File: config.mk
export PLATFORM = sky130hd
export DESIGN_NAME = operation_mux
export DESIGN_NICKNAME = d
export VERILOG_FILES = /design/src/rtl/alu_pkg.sv /design/src/rtl/op_decode.sv /design/src/rtl/operation_mux.sv
export SDC_FILE = /design/constraint.sdc
export NUM_CORES = 1
export LEC_CHECK = 0
export BUFFER_PORTS_ARGS = -buffer_cell sky130_fd_sc_hd__buf_2
export CAP_MARGIN = 20
export CORE_ASPECT_RATIO = 0.9
export CORE_UTILIZATION = 34
export DETAILED_ROUTE_END_ITERATION = 7
export PLACE_DENSITY = 0.81
export SLEW_MARGIN = 15
export SYNTH_ARGS = -nofsm -noshare
export SYNTH_HDL_FRONTEND = slang
export SYNTH_HIERARCHICAL = 1
export SYNTH_SLANG_ARGS = --single-unit
export TNS_END_PERCENT = 1
File: constraint.sdc
create_clock -name clk -period 2.4 [get_ports clk]
set_clock_uncertainty 0.2 [all_clocks]
set_input_delay 0.24 -clock clk [delete_from_list [all_inputs] [get_ports clk]]
set_output_delay 0.24 -clock clk [all_outputs]
set_load 0.03 [all_outputs]
File: src/rtl/alu_pkg.sv
// Shared definitions for the ALU result-select stage: widths, opcode map and
// the one-hot select layout used between the decoder and the output mux.
package alu_pkg;

  localparam int DATA_W  = 16;
  localparam int OP_W    = 4;
  localparam int NUM_OPS = 9;

  localparam logic [OP_W-1:0] OP_ADD  = 4'b0001;
  localparam logic [OP_W-1:0] OP_SUB  = 4'b0010;
  localparam logic [OP_W-1:0] OP_MULT = 4'b0011;
  localparam logic [OP_W-1:0] OP_OR   = 4'b0100;
  localparam logic [OP_W-1:0] OP_AND  = 4'b0101;
  localparam logic [OP_W-1:0] OP_XOR  = 4'b0110;
  localparam logic [OP_W-1:0] OP_RS   = 4'b0111;
  localparam logic [OP_W-1:0] OP_LS   = 4'b1000;
  localparam logic [OP_W-1:0] OP_RR   = 4'b1001;

  // Bit positions inside the one-hot select vector
  typedef enum int unsigned {
    SEL_ADD  = 0,
    SEL_SUB  = 1,
    SEL_MULT = 2,
    SEL_OR   = 3,
    SEL_AND  = 4,
    SEL_XOR  = 5,
    SEL_RS   = 6,
    SEL_LS   = 7,
    SEL_RR   = 8
  } sel_idx_e;

  typedef logic [NUM_OPS-1:0] sel_t;
  typedef logic [DATA_W-1:0]  data_t;

  typedef struct packed {
    data_t result;
    logic  zero;
    logic  negative;
    logic  illegal_op;
  } status_t;

  function automatic status_t make_status(input data_t value, input logic illegal);
    status_t s;
    s.result     = value;
    s.zero       = (value == '0);
    s.negative   = value[DATA_W-1];
    s.illegal_op = illegal;
    return s;
  endfunction

endpackage

File: src/rtl/op_decode.sv
// Combinational opcode decoder: produces a one-hot unit select plus an
// illegal flag for every opcode outside the map (select is then all zero).
module op_decode
  import alu_pkg::*;
(
  input  logic [OP_W-1:0] opcode,
  output sel_t            sel,
  output logic            illegal
);

  always_comb begin
    sel     = '0;
    illegal = 1'b0;
    case (opcode)
      OP_ADD:  sel[SEL_ADD]  = 1'b1;
      OP_SUB:  sel[SEL_SUB]  = 1'b1;
      OP_MULT: sel[SEL_MULT] = 1'b1;
      OP_OR:   sel[SEL_OR]   = 1'b1;
      OP_AND:  sel[SEL_AND]  = 1'b1;
      OP_XOR:  sel[SEL_XOR]  = 1'b1;
      OP_RS:   sel[SEL_RS]   = 1'b1;
      OP_LS:   sel[SEL_LS]   = 1'b1;
      OP_RR:   sel[SEL_RR]   = 1'b1;
      default: illegal       = 1'b1;
    endcase
  end

endmodule

File: src/rtl/operation_mux.sv
// Result-select stage: picks one of nine ALU unit results by opcode and
// registers it together with zero/negative/illegal status for writeback.
module operation_mux
  import alu_pkg::*;
(
  input  logic              clk,
  input  logic              reset,
  input  logic              in_valid,
  input  logic [DATA_W-1:0] ADD,
  input  logic [DATA_W-1:0] SUB,
  input  logic [DATA_W-1:0] MULT,
  input  logic [DATA_W-1:0] OR,
  input  logic [DATA_W-1:0] AND,
  input  logic [DATA_W-1:0] XOR,
  input  logic [DATA_W-1:0] RS,
  input  logic [DATA_W-1:0] LS,
  input  logic [DATA_W-1:0] RR,
  input  logic [OP_W-1:0]   opcode,
  output logic [DATA_W-1:0] result,
  output logic              out_valid,
  output logic              zero,
  output logic              negative,
  output logic              illegal_op
);

  sel_t    sel;
  logic    illegal;
  data_t   units [NUM_OPS];
  data_t   selected;
  status_t next_status;

  op_decode u_decode (
    .opcode  (opcode),
    .sel     (sel),
    .illegal (illegal)
  );

  always_comb begin
    units[SEL_ADD]  = ADD;
    units[SEL_SUB]  = SUB;
    units[SEL_MULT] = MULT;
    units[SEL_OR]   = OR;
    units[SEL_AND]  = AND;
    units[SEL_XOR]  = XOR;
    units[SEL_RS]   = RS;
    units[SEL_LS]   = LS;
    units[SEL_RR]   = RR;
  end

  // AND-OR mux: an all-zero select (illegal opcode) naturally yields 0
  always_comb begin
    selected = '0;
    for (int i = 0; i < NUM_OPS; i++) begin
      selected = selected | ({DATA_W{sel[i]}} & units[i]);
    end
  end

  assign next_status = make_status(selected, illegal);

  always_ff @(posedge clk) begin
    if (reset) begin
      result     <= '0;
      out_valid  <= 1'b0;
      zero       <= 1'b1;
      negative   <= 1'b0;
      illegal_op <= 1'b0;
    end else begin
      out_valid <= in_valid;
      if (in_valid) begin
        result     <= next_status.result;
        zero       <= next_status.zero;
        negative   <= next_status.negative;
        illegal_op <= next_status.illegal_op;
      end
    end
  end

endmodule

# After elaboration in Yosys (flattened, before gate mapping)

Index checks and enable logic that the tools add are counted.

Word-level logic and storage cells: 43
Register bits after elaboration: 20
Input bits: 151
Output and inout port bits: 20

Reduce and logical (&&, ||, !) cells: 2
Mux-type cells: 10
Equality and inequality tests: 9
Bitwise logic cells: 17

Operators by type and width:

| kind                                          | number |
|---|---|
| bitwise AND 16 bit                            | 9 |
| OR 16 bit                                     | 8 |
| == test 4 x 3 -> 1 bit, second input constant | 4 |
| zero test 16 bit                              | 1 |
| 2-to-1 mux 1 bit                              | 10 |
| OR reduction 9 bit                            | 1 |
| == test 4 x 2 -> 1 bit, second input constant | 2 |
| == test 4 bit, second input constant          | 2 |
| == test 4 x 1 -> 1 bit, second input constant | 1 |

# Logic depth before layout (Yosys ltp)

Gate-level depths: netlist of the first run.

Depth after elaboration: 12
Gate-level depth with buffers: 10

# By module

Netlist of the first run, hierarchy kept.

Modules (own cells, without submodules):

| module        | times used | area each (um2) | cells an instance |
|---|---|---|---|
| operation_mux | 1          | 1407.6          | 164 |
| op_decode     | 1          | 86.3            | 17 |

# Worst setup path before layout of the first run

No wires, ideal clock.

Kind: input to register
From: input port opcode[3]
To: register zero
Cell stages on the path: 9
Setup slack: 412 ps
Arrival time: 1668 ps
Required time: 2080 ps
Cells stage by stage: nand2b_1 > nor2_1 > clkbuf_1 > a22oi_1 > nand3_1 > a221oi_1 > nand4_1 > nor4_1 > a211o_1

Elaborated cells on any way between the ends: 36
Classes of those cells: eq/ne (9); mux (9); bitwise (17); reduce/logical (1)

RTL lines:

| element                 | line                | source |
|---|---|---|
| start, declared         | operation_mux.sv:18 | `input logic [OP_W-1:0] opcode,` |
| == test 4 x 3 -> 1 bit  | op_decode.sv:14     | `case (opcode)` |
| 2-to-1 mux 1 bit        | op_decode.sv:14     |  |
| net sel[6]              | operation_mux.sv:26 | `sel_t sel;` |
| bitwise AND 16 bit      | operation_mux.sv:54 | `selected = selected \| ({DATA_W{sel[i]}} & units[i]);` |
| OR 16 bit (3 in series) | operation_mux.sv:54 |  |
| zero test 16 bit        | alu_pkg.sv:45       | `s.zero = (value == '0);` |
| end signal, assigned    | operation_mux.sv:71 | `zero <= next_status.zero;` |
| end, declared           | operation_mux.sv:21 | `output logic zero,` |

The timed path passes the listed nets, and every way through them passes these cells.
A chain may end at the register's enable or synchronous reset.

# Worst setup path in the final report of the first run

Same ends and word-level chain as after synthesis.

==> flow_metrics.py, run 1 <==
metrics = {
    "clock_tree": {
        "h-tree-depth": 1,
        "clkLatencyLatePin_ps": 250,
        "cts_buffer_depth": 2,
        "cts_resized": 0,
        "postCtsSetupBuffers": 0,
        "clock-sinks": 19,
        "cts_tree": "built",
        "numCtsBuffers": 3,
        "ctsHoldBuffers": 0,
        "clk_pin_slew_ps": 60,
        "cts_root_buffer": "clkbuf_8",
    },
    "setup_path": {
        "critPathKind": "input pin to flop",
        "cp_slowest_cell": "nor2_1",
        "crit_arrival_ps": 2190,
        "crit_path_cell_trace": "buf_2 > nand2b_1 > buf_4 > nor2_1 > a22oi_1 > nand3_1 > a221oi_1 > nand4_1 > nor4_2 > a211o_1",
        "end_kind": "flop",
        "critPathRequiredTime_ps": 2340,
        "cp-start-kind": "input pin",
        "slowest_delay_ps": 590,
        "crit_fanout": 10,
    },
    "sta": {
        "rsz0062_at_grt": "false",
        "fmax_ghz": 0.445,
        "fin_crit_ps": 2250,
        "setup_viol": 0,
        "worst_slew_pin_slew_ps": 755,
        "slew_headroom_pct": 49.5,
        "fin_hold_ws_ps": 80.3,
        "finalWorstSetupSlack_ps": 152,
        "finalMaxSlewViolations": 0,
        "finalHoldViolations": 0,
        "timing.final.crit_share_pct": 93.7,
    },
    "synthesis": {
        "synth_seq_cells": 19,
        "syn-instance-count": 181,
        "synthesis.nets": 332,
        "syn_area_um2": 1490,
        "syn_avg_cell_area_um2": 8.25,
        "ys_types": 24,
        "ys_warn_count": 6,
        "seq_area_frac_synth_pct": 25.5,
    },
    "power_and_ir_drop": {
        "p_leak_nw": 1.23,
        "power_density_nw_per_um2": 380,
        "peakVddDrop_mv": 0.236,
        "finalPower_uw": 952,
    },
    "drt": {
        "vias": 2401,
        "drcViolationCount": 0,
        "wl_per_cell_um": 17.0,
        "vias_per_cell": 5.91,
        "drt_first_pass_iters": 6,
        "ant_nets": 0,
        "drt-initial-drc-count": 284,
        "wirelength_um": 6890,
    },
    "floorplanning": {
        "dieWidth_um": 71.9,
        "initial_utilization_pct": 35.9,
        "die_h_um": 64.9,
        "rows": 22,
        "core-area_um2": 4160,
        "io_pins": 171,
        "dieArea_um2": 4660,
    },
    "global_routing": {
        "grt_pass1_wl_um": 10500,
        "track_usage_pct": 28.5,
        "grt_pass1_vias": 2220,
        "gr-total-overflow": 0,
        "antenna_found_initial": 0,
        "grt_max_degree": 33,
    },
    "outcome": {
        "status": "completed",
    },
    "place": {
        "dp_hpwl_um": 5630,
        "dpl_worst_slack_ps": -185,
        "numPortBuffers": 170,
        "gp_congestion": 0.941,
    },
    "final_layout": {
        "regArea_um2": 380,
        "fillCellCount": 374,
        "layout-drive-gt1-share_pct": 58.1,
        "diodes": 0,
        "final_nets": 498,
        "syn_to_final_growth_pct": 67.5,
        "multi_input_area_um2": 1050,
    },
    "min_path": {
        "hp-class": "input pin to flop",
    },
    "job": {
        "cap_violations": 0,
    },
}
worst max-delay path, delay by kind of cell:
kind | cells | cell delay (ps)
AND/OR/NAND/NOR | 5 | 1140
buffers and inverters | 2 | 280
AO/OA/AOI/OAI | 3 | 510
routing by layer:
layer	vias up	GRT usage [%]	share of wire, %
met1	1090	36.9	38
li1	1105	-	-
met5	-	0	0
met2	186	45.6	49
met3	20	5.75	11
met4	0	12.5	2.4
cells by family after synthesis:
| family | share of synthesized area [%] |
|---|---|
| and+or+nand+nor | 17.8 |
| muxes | 0.670 |
| AOI/OAI and AO/OA | 47.8 |
| buffers and inverters | 8.21 |
| DFF | 25.5 |
per-stage QoR:
stage,cell area [um2],TNS (ps),std cells,util [%]
global placement,2420,-244,401,58.1
detailed placement,2420,-361,401,58.1
floorplan,1490,0,181,-
global route,2500,0,406,60.2
CTS,2460,0,405,59.2
finish,2500,0,406,60.2
layout make-up:
cell class                      instances  share of cell area, %
Clock buffer                            4                   1.80
Timing Repair Buffer                  183                   37.9
Sequential cell                        19                   15.2
Inverter                                1                  0.150
Multi-Input combinational cell        139                   42.0
Tap cell                               60                   3.00
state kept, by name, indices dropped and copies added (netlist names):
name        cells
out_valid       1
zero            1
illegal_op      1
result         16
where the power goes:
part / switching [mW] / internal, mW / total, mW
combinational: 0.213 / 0.178 / 0.391
sequential: 0.0108 / 0.339 / 0.349
clock: 0.0943 / 0.118 / 0.212
total: 0.318 / 0.634 / 0.952
cell usage in the layout, fill, tap and decap left out, types with 2 or more instances in the layout:
cell and count:
a211oi_1 16, buf_4 13, nand2_1 2, clkbuf_8 3
a221oi_1 7, dfxtp_1 19, nand3_1 15, a22oi_1 34
nand4_1 5, a222oi_1 15, a221oi_2 8, buf_2 170
nor2_1 21, nor3_2 2, nand2b_1 3, nor3_4 3
worst paths after layout:
kind,from,endpoint,slack [ps],cells past startpoint
hold / removal,in_valid,out_valid,80,3
hold reg to reg,result[3],result[3],280,2
setup / recovery,opcode[3],zero,150,10
setup reg to reg,zero,zero,1490,1
synthesized netlist by cell type:
cell | n | area, um2
or2b_1 | 1 | 7.51
mux2i_1 | 1 | 10.0
a22oi_1 | 34 | 255
nand2b_1 | 3 | 18.8
nor2_1 | 22 | 82.6
or4_1 | 1 | 7.51
dfxtp_1 | 19 | 380
a221oi_2 | 7 | 105
buf_6 | 3 | 33.8
buf_1 | 1 | 3.75
a222oi_1 | 15 | 150
clkbuf_1 | 9 | 33.8
a211o_1 | 1 | 8.76
o21ai_0 | 1 | 5.00
nand2_1 | 2 | 7.51
nand3_1 | 15 | 75.1
buf_4 | 1 | 7.51
nor3_1 | 6 | 30.0
inv_1 | 1 | 3.75
a211oi_1 | 16 | 120
nand4_1 | 5 | 31.3
nor4_1 | 1 | 6.26
buf_2 | 8 | 40.0
a221oi_1 | 8 | 70.1
Power figures use the tool's default switching activity.
==> run 2: changes to the inputs <==
--- a/config.mk
+++ b/config.mk
@@ -8,6 +8,7 @@
 export BUFFER_PORTS_ARGS = -buffer_cell sky130_fd_sc_hd__buf_2
 export CAP_MARGIN = 20
 export CORE_ASPECT_RATIO = 0.9
+export CORE_MARGIN = 5
 export CORE_UTILIZATION = 34
 export DETAILED_ROUTE_END_ITERATION = 7
 export PLACE_DENSITY = 0.81
==> run 2 against run 1 <==
- critical path depth stayed put
- via count is 0.17% lower
- sequential power barely moved
- worst hold slack got worse by 4.4 ps
- combinational power increased by 5.6%
- largest power group unchanged
- fmax grew 0.94%
- critical endpoint unchanged
- utilization grew 2.3 points
- cell count rose by 1.7%
- sequential share of layout area decreased by 0.57 points
- cell area increased by 3.9%
- die area grew 25%
- highest routed layer unchanged
- largest cell class unchanged
==> flow_metrics.py, run 2 (synthesized netlist as in run 1, its figures left out) <==
metrics = {
    "final_layout": {
        "largest_register_ffs": 16,
        "final_nets": 505,
        "top_register": "result",
        "fillCellCount": 370,
        "final_common_cell": "buf_2",
        "final_cell_mix": "buf_2, a22oi_1, nor2_1, buf_4, dfxtp_1",
        "layout-drive-gt1-share_pct": 60.1,
        "diodes": 0,
        "syn_to_final_growth_pct": 74.0,
    },
    "floorplanning": {
        "dieArea_um2": 5820,
        "die_h_um": 72.9,
        "rows": 22,
        "dieWidth_um": 79.9,
        "core-area_um2": 4160,
        "initial_utilization_pct": 35.9,
        "io_pins": 171,
    },
    "outcome": {
        "status": "completed",
    },
    "sta": {
        "fin_crit_ps": 2230,
        "slew_headroom_pct": 51.6,
        "timing.final.crit_share_pct": 92.8,
        "finalMaxSlewViolations": 0,
        "setup_viol": 0,
        "finalHoldViolations": 0,
        "finalSetupTns_ps": 0,
        "fmax_ghz": 0.449,
        "rsz0062_at_grt": "false",
        "worst_slew_pin_slew_ps": 724,
    },
    "place": {
        "dp_hpwl_um": 6290,
        "gp_congestion": 0.896,
        "numPortBuffers": 170,
    },
    "drt": {
        "drt-initial-drc-count": 227,
        "vias": 2397,
        "wirelength_um": 7600,
        "drcViolationCount": 0,
        "ant_nets": 0,
        "vias_per_cell": 5.80,
        "wl_per_cell_um": 18.4,
        "drt_first_pass_iters": 6,
    },
    "clock_tree": {
        "numCtsBuffers": 3,
        "h-tree-depth": 1,
        "cts_root_buffer": "clkbuf_8",
        "cts_tree": "built",
        "clock-sinks": 19,
        "ctsHoldBuffers": 0,
        "cts_buffer_depth": 2,
        "clkLatencyLatePin_ps": 250,
        "clk_pin_slew_ps": 70,
    },
    "setup_path": {
        "end_kind": "flop",
        "cp_slowest_cell": "a222oi_1",
        "crit_fanout": 11,
        "crit_arrival_ps": 2230,
        "worst-path-buf-inv": 2,
        "slowest_delay_ps": 320,
        "cp-start-kind": "input pin",
        "critPathRequiredTime_ps": 2400,
        "critPathKind": "input pin to flop",
        "cp_top_family": "simple AND/OR/NAND/NOR gates",
        "crit_path_cell_trace": "buf_2 > nand2b_1 > nor2_2 > buf_4 > a222oi_1 > nand3_1 > a221oi_2 > nand4_1 > nor4_2 > a211o_1",
    },
    "global_routing": {
        "grt_max_degree": 33,
        "gr-total-overflow": 0,
        "grt_pass1_vias": 2332,
        "antenna_found_initial": 0,
        "grt_pass1_wl_um": 11100,
        "track_usage_pct": 24.0,
    },
    "min_path": {
        "hp-class": "input pin to flop",
    },
    "power_and_ir_drop": {
        "p_leak_nw": 1.28,
        "power_density_nw_per_um2": 377,
        "peakVddDrop_mv": 0.168,
        "finalPower_uw": 980,
    },
    "job": {
        "cap_violations": 0,
    },
}
==> run 2: per-layer routing <==
layer	global-route usage (%)	up-vias	part of all wire (%)
met5	0	-	0
met4	9.01	0	2.3
met3	3.95	20	9.8
met2	39.9	172	49
met1	31.1	1085	39
li1	-	1120	-
==> run 2: path summary, 6_finish.rpt <==
path	start	end	slack, ps	cells after the start
min	in_valid	out_valid	80	3
min reg2reg	result[11]	result[11]	280	2
max reg2reg	zero	zero	1490	1
max	opcode[1]	zero	170	10
==> run 2: repair_timing <==
action	in CTS	in global routing
endpoints found under the setup margin	0	1
gates resized for setup	0	12
buffers inserted	0	1
==> run 2: report_power, final <==
group	total [mW]	internal, mW	switching [mW]
logic	0.413	0.193	0.219
registers	0.350	0.339	0.0112
clock network	0.217	0.118	0.0992
==> run 2: cell type report <==
cell class	instances	area, um2	area share (%)
inverter	1	3.75	0.144
tap	60	75.1	2.89
clock buffer	4	45.0	1.73
multi-input combinational	139	1090	42.1
timing repair buffer	190	1000	38.5
sequential	19	380	14.6
==> run 2: stage by stage <==
stage          instance area, um2  setup slack (ps)  cells  hold WS (ps)  util (%)
5_1_grt                      2600              35.8    413           140      62.6
4_1_cts                      2500              35.5    410          69.3      60.1
3_5_place_dp                 2450              -224    406           275      59.0
3_3_place_gp                 2450              -172    406           269      59.0
6_report                     2600               173    413          75.9      62.6
2_1_floorplan                1490               412    181           286         -
==> run 3: changes to the inputs <==
--- a/config.mk
+++ b/config.mk
@@ -11,6 +11,7 @@
 export CORE_MARGIN = 5
 export CORE_UTILIZATION = 34
 export DETAILED_ROUTE_END_ITERATION = 7
+export HOLD_SLACK_MARGIN = 0.15
 export PLACE_DENSITY = 0.81
 export SLEW_MARGIN = 15
 export SYNTH_ARGS = -nofsm -noshare
==> run 3 against run 2 <==
- highest routed layer unchanged
- largest power group unchanged
- via count increased by 0.25%
- sequential share of layout area fell by 0.11 points
- cell area grew 0.77%
- count of clock-buffer cells in the layout unchanged
- combinational power about the same
==> flow_metrics.py, run 3 (synthesized netlist as in run 1, its figures left out) <==
metrics = {
    "clock_tree": {
        "clock-sinks": 19,
        "numCtsBuffers": 3,
        "clkLatencyLatePin_ps": 250,
        "cts_root_buffer": "clkbuf_8",
        "cts_buffer_depth": 2,
        "cts_tree": "built",
        "clk_pin_slew_ps": 70,
        "h-tree-depth": 1,
    },
    "drt": {
        "drt_first_pass_iters": 7,
        "drcViolationCount": 0,
        "wirelength_um": 7600,
        "wl_per_cell_um": 18.3,
        "ant_nets": 0,
        "drt-initial-drc-count": 252,
        "vias": 2403,
        "vias_per_cell": 5.79,
    },
    "sta": {
        "fin_hold_ws_ps": 162,
        "fmax_ghz": 0.446,
        "rsz0062_at_grt": "false",
        "worst_slew_pin_slew_ps": 716,
        "timing.final.crit_share_pct": 93.5,
        "slew_headroom_pct": 52.0,
        "fin_crit_ps": 2240,
        "finalHoldViolations": 0,
        "finalSetupTns_ps": 0,
        "setup_viol": 0,
        "finalMaxSlewViolations": 0,
    },
    "global_routing": {
        "antenna_found_initial": 0,
        "grt_pass1_wl_um": 11100,
        "grt_max_degree": 33,
        "track_usage_pct": 23.9,
        "gr-total-overflow": 0,
        "grt_pass1_vias": 2338,
    },
    "setup_path": {
        "critPathKind": "input pin to flop",
        "r2r_start": "zero",
        "end_kind": "flop",
        "slowest_delay_ps": 330,
        "worstSetupStartpoint": "opcode[1]",
        "crit_arrival_ps": 2250,
        "cp_slowest_cell": "a222oi_1",
        "crit_path_cell_trace": "buf_2 > nand2b_1 > nor2_2 > buf_4 > a222oi_1 > nand3_1 > a221oi_2 > nand4_1 > nor4_2 > a211o_1",
        "crit_fanout": 11,
        "cp-start-kind": "input pin",
        "critPathRequiredTime_ps": 2400,
    },
    "power_and_ir_drop": {
        "p_leak_nw": 1.29,
        "finalPower_uw": 980,
        "peakVddDrop_mv": 0.167,
        "power_density_nw_per_um2": 374,
    },
    "floorplanning": {
        "io_pins": 171,
        "rows": 22,
        "die_h_um": 72.9,
        "initial_utilization_pct": 35.9,
        "core-area_um2": 4160,
        "dieWidth_um": 79.9,
        "dieArea_um2": 5820,
    },
    "place": {
        "dp_hpwl_um": 6290,
        "gp_congestion": 0.896,
        "place_inst": 406,
        "numPortBuffers": 170,
    },
    "final_layout": {
        "multi_input_area_um2": 1090,
        "final_nets": 507,
        "regArea_um2": 380,
        "layout.cells.non_filler": 415,
        "fin_util_pct": 63.0,
        "layout-drive-gt1-share_pct": 59.7,
        "final_common_cell": "buf_2",
        "fillCellCount": 368,
        "final_cell_mix": "buf_2, a22oi_1, nor2_1, buf_4, dfxtp_1",
        "diodes": 0,
        "top_register": "result",
        "largest_register_ffs": 16,
        "syn_to_final_growth_pct": 75.4,
    },
    "min_path": {
        "min_from": "reset",
        "hp-class": "input pin to flop",
    },
    "job": {
        "cap_violations": 0,
    },
    "outcome": {
        "status": "completed",
    },
}
[run 3: worst max-delay path, delay by kind of cell]
| family | cells | cell delay [ps] |
|---|---|---|
| buffers and inverters | 2 | 300 |
| AOI/OAI and AO/OA | 3 | 710 |
| and+or+nand+nor | 5 | 990 |
[run 3: path summary, 6_finish.rpt]
path,slack [ps],end,cells after the start
worst max register to register,1490,zero,1
worst min register to register,280,result[11],2
worst min-delay path,160,illegal_op,2
worst max-delay path,160,zero,10
[run 3: stage by stage]
| step | setup WS, ps | instance area (um2) |
|---|---|---|
| after CTS | 35.5 | 2520 |
| final | 157 | 2620 |
| after global routing | 35.8 | 2620 |
| after global placement | -172 | 2450 |
| after floorplan | 412 | 1490 |
| after detailed placement | -224 | 2450 |
[run 3: cell type report]
class,instances,area share [%]
Sequential cell,19,14.5
Clock buffer,4,1.72
Inverter,1,0.143
Timing Repair Buffer,192,39.0
Multi-Input combinational cell,139,41.8
Tap cell,60,2.87
[run 3: routing by layer]
layer  track usage [%]  vias to the layer above  part of all wire [%]
met1              31.0                     1095                    40
met4              9.01                        0                   2.3
met3              3.95                       19                   9.2
met2              39.9                      167                    49
met5                 0                        -                     0
li1                  -                     1122                     -
[run 3: timing repair]
item | 4_1_cts | 5_1_grt
setup endpoints to repair | 0 | 1
hold endpoints to repair | 1 | 0
resized for setup | 0 | 12
setup buffers | 0 | 1
hold buffers | 2 | 0
[run 3: where the power goes]
part           internal, mW  switching, mW  total (mW)  leakage [nW]
clock                 0.118         0.0974       0.215        0.0228
sequential            0.339         0.0111       0.350         0.157
combinational         0.196          0.219       0.415          1.10
total                 0.652          0.328       0.980          1.29
